===== config.mk =====
export PLATFORM = sky130hd
export DESIGN_NAME = game_input_conditioner
export DESIGN_NICKNAME = d
export VERILOG_FILES = /design/src/rtl/game_input_conditioner.sv
export SDC_FILE = /design/constraint.sdc
export NUM_CORES = 1
export LEC_CHECK = 0
export ABC_CLOCK_PERIOD_IN_PS = 3000
export BUFFER_PORTS_ARGS = -buffer_cell sky130_fd_sc_hd__buf_2
export CORE_ASPECT_RATIO = 2
export CORE_MARGIN = 2
export CORE_UTILIZATION = 40
export DETAILED_ROUTE_END_ITERATION = 16
export PLACE_DENSITY = 0.63
export SLEW_MARGIN = 20
export SYNTH_ARGS = -nofsm -noshare
export SYNTH_HDL_FRONTEND = slang
export SYNTH_SLANG_ARGS = --single-unit

===== constraint.sdc =====
create_clock -name clock -period 3 [get_ports clock]
set_input_delay 0.75 -clock clock [delete_from_list [all_inputs] [get_ports clock]]
set_output_delay 0.75 -clock clock [all_outputs]
set_load 0.005 [all_outputs]

===== src/rtl/game_input_conditioner.sv =====
// Button conditioner for the cabinet: sync, debounce, press latching and a
// once-per-frame snapshot into regfile inputs r20 (buttons) and r22 (frame count).
module game_input_conditioner #(
  parameter int DEBOUNCE_CYCLES = 500000,
  parameter int FRAME_CYCLES    = 833333
) (
  input  logic        clock,
  input  logic        reset,
  input  logic        btn_jump,
  input  logic        btn_duck,
  input  logic        btn_start,
  output logic [31:0] r20,
  output logic [31:0] r22,
  output logic        frame_tick
);

  localparam int DW = $clog2(DEBOUNCE_CYCLES + 1);
  localparam int FW = (FRAME_CYCLES > 2) ? $clog2(FRAME_CYCLES) : 1;
  localparam logic [DW-1:0] DEB_LAST = DW'(DEBOUNCE_CYCLES - 1);
  localparam logic [FW-1:0] FRM_LAST = FW'(FRAME_CYCLES - 1);

  // Bit 0 jump, bit 1 duck, bit 2 start.
  logic [2:0] raw;
  assign raw = {btn_start, btn_duck, btn_jump};

  logic [2:0]          sync1_q;
  logic [2:0]          sync2_q;
  logic [2:0]          level_q;
  logic [2:0]          level_d;
  logic [2:0][DW-1:0]  cnt_q;
  logic [2:0][DW-1:0]  cnt_d;
  logic [2:0]          latch_q;
  logic [2:0]          latch_d;
  logic [2:0]          rise;
  logic [FW-1:0]       frame_q;
  logic [FW-1:0]       frame_d;
  logic [31:0]         r20_q;
  logic [31:0]         r20_d;
  logic [31:0]         r22_q;
  logic [31:0]         r22_d;
  logic                tick;

  always_comb begin
    level_d = level_q;
    cnt_d   = cnt_q;
    for (int i = 0; i < 3; i++) begin
      if (sync2_q[i] == level_q[i]) begin
        cnt_d[i] = '0;
      end else if (cnt_q[i] == DEB_LAST) begin
        cnt_d[i]   = '0;
        level_d[i] = ~level_q[i];
      end else begin
        cnt_d[i] = cnt_q[i] + DW'(1);
      end
    end
  end

  // A rise is seen in the cycle the level is about to flip, so a flip
  // in the tick cycle is folded straight into that snapshot.
  assign rise = level_d & ~level_q;

  assign tick = (frame_q == FRM_LAST);

  always_comb begin
    frame_d = tick ? '0 : frame_q + FW'(1);
    latch_d = latch_q | rise;
    r20_d   = r20_q;
    r22_d   = r22_q;
    if (tick) begin
      r20_d = {27'd0,
               level_q[2],
               level_q[0],
               latch_q[2] | rise[2],
               level_q[1],
               latch_q[0] | rise[0]};
      r22_d   = r22_q + 32'd1;
      latch_d = '0;
    end
  end

  always_ff @(posedge clock or negedge reset) begin
    if (!reset) begin
      sync1_q <= '0;
      sync2_q <= '0;
      level_q <= '0;
      cnt_q   <= '0;
      latch_q <= '0;
      frame_q <= '0;
      r20_q   <= '0;
      r22_q   <= '0;
    end else begin
      sync1_q <= raw;
      sync2_q <= sync1_q;
      level_q <= level_d;
      cnt_q   <= cnt_d;
      latch_q <= latch_d;
      frame_q <= frame_d;
      r20_q   <= r20_d;
      r22_q   <= r22_d;
    end
  end

  assign r20        = r20_q;
  assign r22        = r22_q;
  assign frame_tick = tick;

endmodule

* Yosys cells after proc, flatten, opt, wreduce, memory -nomap -nowiden
Index checks and enable logic that the tools add are counted.
Word-level totals: bits in registers 126, input bits 5, output and inout port bits 65, logic and storage cells 44
Cells by class: add/sub/neg operators 5, eq/ne operators 7, muxes and demuxes 14, bitwise logic cells 8
Operator list (count):
- $mux W19 | 6
- $add A19 B1 Y19 const B | 3
- $eq A19 B19 Y1 const B | 3
- $add A32 B1 Y32 const B | 1
- $add A20 B1 Y20 const B | 1
- $eq A20 B20 Y1 const B | 1
- $mux W20 | 1
- $mux W1 | 6
- $and A3 B3 Y3 | 1
- $eq A1 B1 Y1 | 3
- $mux W3 | 1
- $not A1 Y1 | 3
- $not A3 Y3 | 1
- $or A3 B3 Y3 | 1
- $or A1 B1 Y1 | 2

* Logic depth before layout (Yosys ltp)
Gate-level depths: netlist (run 1).
depth in word-level cells 6, depth in mapped cells 8, gate-level depth less buffers 6

* Worst setup path after synthesis (run 1)
Ideal clock, no wire load.
kind reg2out, from register frame_q[0], to output frame_tick, data arrival time 1.280 ns, data required time 2.250 ns, path slack 0.970 ns, stages on the path, launching flop included 7, path buffers 1, path through dfrtp_1 > inv_1 > ha_1 > and4b_1 > buf_2 > and2_1 > and2_1
Between the ends: longest elaborated chain between the ends 1
RTL lines:
- from (decl) | line 35 | logic [FW-1:0] frame_q;
- from (signal assigned) | line 97 | frame_q <= frame_d;
- $eq A20 B20 Y1 | line 62 | assign tick = (frame_q == FRM_LAST);
- to (decl) | line 14 | output logic frame_tick
Every way passes these cells.

* Worst setup path in the final report (run 1)
Same ends and word-level chain as after synthesis.

==> results.json, run 1 <==
{
  "irDropWorstVdd_mv": 0.395,
  "p_leak_nw": 3.28,
  "synth-edff-count": 0,
  "ctsResizeCount": 0,
  "drtPass1Iterations": 4,
  "port_buffers": 42,
  "async_flop_share_pct": 100,
  "path_class": "reg2out",
  "power_frac_seq_pct": 44.3,
  "die_y_um": 181,
  "cpMostUsedCell": "and2_1",
  "swShare_pct": 21.9,
  "crit_slowest_cell": "dfrtp_1",
  "dp_hpwl_um": 9550,
  "skew_ns": 0.0107,
  "cts-root-buf": "clkbuf_16",
  "syn_to_final_growth_pct": 14.5,
  "drive_gt1_share_pct": 13.7,
  "slew_headroom_pct": 48.3,
  "drt_iter0_drc": 258,
  "grt_overflow": 0,
  "rsz0062_at_grt": "no",
  "drt-total-wl_um": 13500,
  "die_w_um": 92.3,
  "grt_max_degree": 49,
  "routedWlPerCell_um": 15.6,
  "timing.final.crit_share_pct": 90.0,
  "cts_setup_buffers": 0,
  "cts_tree": "built",
  "antenna_found_initial": 0,
  "setup_viol": 0,
  "r2r-start": "frame_q[0]",
  "cts_inserted_buffers": 17,
  "dominantRegCellSynth": "dfrtp_1",
  "drc": 0,
  "critPathLaunchType": "flop",
  "setup_tns_ns": 0,
  "syn_area_mm2": 0.00624,
  "num_antenna_cells": 0,
  "ant_nets": 0,
  "nets": 668,
  "final_cell_mix": "dfrtp_1 (125), nor2_1 (61), xor2_1 (55), nand3_1 (41), buf_2 (41)",
  "period_needed_ns": 2.70,
  "cp_max_fo": 6,
  "synth.top_cell.area_share_pct": 50.1,
  "maxCapViolCount": 0,
  "fin_ws_ns": 0.301,
  "vias": 4664,
  "clock-sinks": 125,
  "gp_congestion": 0.853,
  "netlist_instances": 612,
  "max_stage_delay_ns": 0.42,
  "fmax_mhz": 371,
  "maxSlewViolCount": 0,
  "hp-class": "in2async",
  "io_pins": 70,
  "htree_levels": 4,
  "reg2reg_slack_ns": 0.66,
  "pwr_density_cell_mw_per_mm2": 542,
  "grt_util_all_layers_pct": 17.1,
  "start_util_pct": 40.8,
  "synth_area_per_cell_um2": 10.2,
  "reg2reg_to": "r22[26]",
  "crit_arrival_ns": 1.95,
  "grt_pass1_wl_um": 22900,
  "internal_power_mw": 3.02,
  "hold_viol": 0,
  "core_area_mm2": 0.0153,
  "yosysTopAreaCell": "dfrtp_1",
  "yosys_warnings": 0,
  "pre_cts_slack_ns": 0.693,
  "cp_cell_sequence": "inv_1 > ha_1 > and4b_1 > and2_1 > and2_1 > buf_2",
  "final_common_cell": "dfrtp_1",
  "reg2regPathDepth": 6,
  "status": "completed",
  "crit_required_ns": 2.25,
  "clockPowerShare_pct": 53.7,
  "ys_types": 53,
  "clkTransAtPathRegs_ns": 0.06,
  "insertion_delay_ns": 0.42,
  "ys_seq_area_share_pct": 50.1,
  "clock_path_buffers": 2,
  "cp-end-kind": "output port",
  "post-route-util_pct": 46.7,
  "grt_pass1_vias": 4806,
  "vias_per_cell": 5.37,
  "rows": 64,
  "worst_pin_slew_ns": 0.775,
  "netlist_top_cells_area": "dfrtp_1 (50%), xor2_1 (7.7%), xnor2_1 (4.2%)",
  "postCtsHoldBufs": 0,
  "synth-seq-cells": 125,
  "p_sw_mw": 0.847,
  "die_area_mm2": 0.0167,
  "comb_power_share_pct": 2.1
}
==> kinds of logic (layout without fill, tap and decap cells) <==
logic type / after synthesis / in the layout / synth area share (%)
compound gates: 45 / 45 / 4.49
xor+xnor: 85 / 85 / 11.9
fa+ha+maj: 6 / 6 / 1.20
buf+inv: 66 / 98 / 6.08
flops: 125 / 125 / 50.1
mux: 7 / 7 / 1.24
other cells: 1 / 27 / 0.0601
simple gates: 277 / 277 / 24.9
==> sequential cells by signal (all words and copies together) (netlist names), named ones only <==
| name | cells |
|---|---|
| cnt_q | 57 |
| r22 | 32 |
| frame_q | 20 |
| r20 | 5 |
| sync1_q | 3 |
| sync2_q | 3 |
| latch_q | 2 |
| level_q | 2 |
==> through the flow <==
stage          hold slack (ns)  instances  power (mW)  instance area [µm²]
2_1_floorplan            0.331        638        1.80                 6340
3_3_place_gp             0.344        836        1.82                 6540
3_5_place_dp             0.343        836        1.83                 6540
4_1_cts                  0.355        868        3.93                 7140
5_1_grt                  0.370        868        4.03                 7140
6_report                 0.350        868        3.87                 7140
==> synth_stat cells, drive strengths merged, types with 2 or more instances <==
library cell / count
or3: 11
nor2: 62
a41oi: 2
nor4: 31
clkbuf: 10
or4: 10
dfrtp: 125
nand3: 41
nor2b: 2
buf: 38
a21oi: 19
and4: 14
ha: 6
inv: 18
nand4: 27
or4bb: 3
o32ai: 2
nand2: 33
o31ai: 6
mux2: 6
nor4b: 3
nor3: 14
and4b: 2
o21ai: 9
and3: 12
and2: 6
xor2: 55
xnor2: 30
nor4bb: 2
==> per-layer routing <==
layer,vias to the layer above,global-route usage [%],wire [µm]
li1,2216,-,-
met1,2302,18.3,5200
met5,-,0,0
met4,0,8.12,333
met3,23,3.81,454
met2,123,31.1,7520
==> cell type report <==
class                      instances  area (µm²)
sequential                       125        3130
inverter                          18        67.6
multi-input combinational        447        2830
clock buffer                      18         429
tap                              198         248
fill                            1470        8150
clock inverter                    14         170
timing repair buffer              48         270
==> worst max path at each step <==
stage | slack, ns | depth (start not counted) | start | end
after floorplan | 0.97 | 6 | frame_q[0] | frame_tick
after global placement | 0.77 | 6 | frame_q[0] | r22[26]
after detailed placement | 0.69 | 6 | frame_q[0] | r22[26]
after CTS | 0.28 | 6 | frame_q[0] | frame_tick
after global routing | 0.17 | 6 | frame_q[0] | frame_tick
final | 0.30 | 6 | frame_q[0] | frame_tick
==> worst max-delay path, delay by kind of cell, from the launching register on <==
| family | cells | cell delay (ns) |
|---|---|---|
| AND/OR/NAND/NOR | 3 | 0.76 |
| flip-flops | 1 | 0.42 |
| buffers and inverters | 2 | 0.21 |
| adder cells (fa/ha/maj) | 1 | 0.14 |
==> power by group through the flow <==
stage	sequential (mW)	combinational, mW	clock, mW
2_1_floorplan	1.74	0.0637	0
4_1_cts	1.71	0.0842	2.14
5_1_grt	1.71	0.0966	2.22
3_5_place_dp	1.74	0.0843	0
3_3_place_gp	1.74	0.0808	0
6_report	1.71	0.0805	2.08
Power figures use the tool's default switching activity.
==> inputs of run 2 (changes only) <==
--- a/config.mk
+++ b/config.mk
@@ -11,7 +11,7 @@
 export CORE_MARGIN = 2
 export CORE_UTILIZATION = 40
 export DETAILED_ROUTE_END_ITERATION = 16
-export PLACE_DENSITY = 0.63
+export PLACE_DENSITY = 0.66
 export SLEW_MARGIN = 20
 export SYNTH_ARGS = -nofsm -noshare
 export SYNTH_HDL_FRONTEND = slang
==> results.json, run 2 (synthesis results as in run 1) <==
{
  "vias": 4719,
  "crit_required_ns": 2.25,
  "clkTransAtPathRegs_ns": 0.06,
  "hold_viol": 0,
  "path_class": "reg2out",
  "setup_viol": 0,
  "drt_iter0_drc": 187,
  "postCtsHoldBufs": 0,
  "critPathLaunchType": "flop",
  "port_buffers": 42,
  "maxCapViolCount": 0,
  "cp_top_family": "simple AND/OR/NAND/NOR gates",
  "gp_congestion": 0.859,
  "cp_max_fo": 6,
  "cp-end-kind": "output port",
  "finalPower_mw": 3.83,
  "grt_overflow": 0,
  "crit_slowest_cell": "dfrtp_1",
  "period_needed_ns": 2.69,
  "hp-class": "in2async",
  "die_y_um": 181,
  "start_util_pct": 40.8,
  "drtPass1Iterations": 4,
  "regMostFlops": "cnt_q",
  "syn_to_final_growth_pct": 14.3,
  "die_area_mm2": 0.0167,
  "max_stage_delay_ns": 0.43,
  "cp_cell_sequence": "inv_1 > ha_1 > and4b_1 > and2_1 > and2_1 > buf_2",
  "clock_path_buffers": 2,
  "worst_pin_slew_ns": 0.759,
  "grt_pass1_wl_um": 23400,
  "setup_tns_ns": 0,
  "die_w_um": 92.3,
  "io_pins": 70,
  "fmax_mhz": 372,
  "seqCellArea_mm2": 0.00313,
  "insertion_delay_ns": 0.42,
  "cts_tree": "built",
  "fin_area_mm2": 0.00713,
  "rsz0062_at_grt": "no",
  "status": "completed",
  "timing.final.crit_share_pct": 89.6,
  "num_antenna_cells": 0,
  "routedWlPerCell_um": 15.6,
  "grt_util_all_layers_pct": 17.3,
  "multi_input_area_mm2": 0.00283,
  "drc": 0,
  "rows": 64,
  "crit_arrival_ns": 1.94,
  "pwr_density_cell_mw_per_mm2": 537,
  "nets": 668,
  "place_area_mm2": 0.00654,
  "ctsResizeCount": 0,
  "final_common_cell": "dfrtp_1",
  "core_area_mm2": 0.0153,
  "antenna_found_initial": 0,
  "maxSlewViolCount": 0,
  "grt_pass1_vias": 4959,
  "dp_hpwl_um": 9690,
  "post-route-util_pct": 46.6,
  "htree_levels": 4,
  "cpMostUsedCell": "and2_1",
  "grt_max_degree": 45,
  "cts_setup_buffers": 0,
  "drt-total-wl_um": 13500,
  "crit_buf_inv": 2,
  "clock-sinks": 125,
  "final_cell_mix": "dfrtp_1 (125), nor2_1 (61), xor2_1 (55), nand3_1 (41), buf_2 (41)",
  "nFillCells": 1424,
  "p_leak_nw": 3.27,
  "cts_inserted_buffers": 17,
  "slew_headroom_pct": 49.4,
  "ant_nets": 0,
  "vias_per_cell": 5.44,
  "largest_reg_flops": 57,
  "cts-root-buf": "clkbuf_16",
  "skew_ns": 0.0110,
  "irDropWorstVdd_mv": 0.405,
  "drive_gt1_share_pct": 13.7
}
## run 2: cell type report
type / count / area share [%]
sequential: 125 / 43.8
clock inverter: 14 / 2.26
tap: 198 / 3.47
multi-input combinational: 447 / 39.7
clock buffer: 18 / 6.02
inverter: 18 / 0.947
timing repair buffer: 48 / 3.79
## run 2: final timing paths
path / from / end / slack (ns) / depth (start not counted)
worst min-delay path: reset / cnt_q[24] / 0.34 / 1
min in group clock: sync1_q[1] / sync2_q[1] / 0.36 / 0
worst max register to register: frame_q[0] / r22[22] / 0.72 / 6
max in group asynchronous: reset / r22[0] / 1.94 / 2
worst max-delay path: frame_q[0] / frame_tick / 0.31 / 6
worst min register to register: sync1_q[1] / sync2_q[1] / 0.36 / 0
## run 2: metrics by stage
step	setup WS, ns	hold slack (ns)	cells
floorplan	0.970	0.331	638
global route	0.107	0.371	868
CTS	0.298	0.349	868
global placement	0.806	0.335	836
detailed placement	0.747	0.347	836
finish	0.313	0.338	868
## run 2: report_power, final
| group | internal, mW | total (mW) | leakage, nW | switching [mW] |
|---|---|---|---|---|
| logic | 0.0185 | 0.0808 | 1.28 | 0.0623 |
| clock network | 1.24 | 2.04 | 0.278 | 0.802 |
| registers | 1.70 | 1.71 | 1.71 | 0.0129 |
| total | 2.96 | 3.83 | 3.27 | 0.877 |
## run 2: routing by layer
metal  vias to the layer above  global-route usage (%)  share of wire (%)
met5                         -                       0                  0
met1                      2308                    17.5                 36
met2                       155                    31.9                 56
met3                        33                    3.64                4.5
li1                       2223                       -                  -
met4                         0                    9.67                3.2
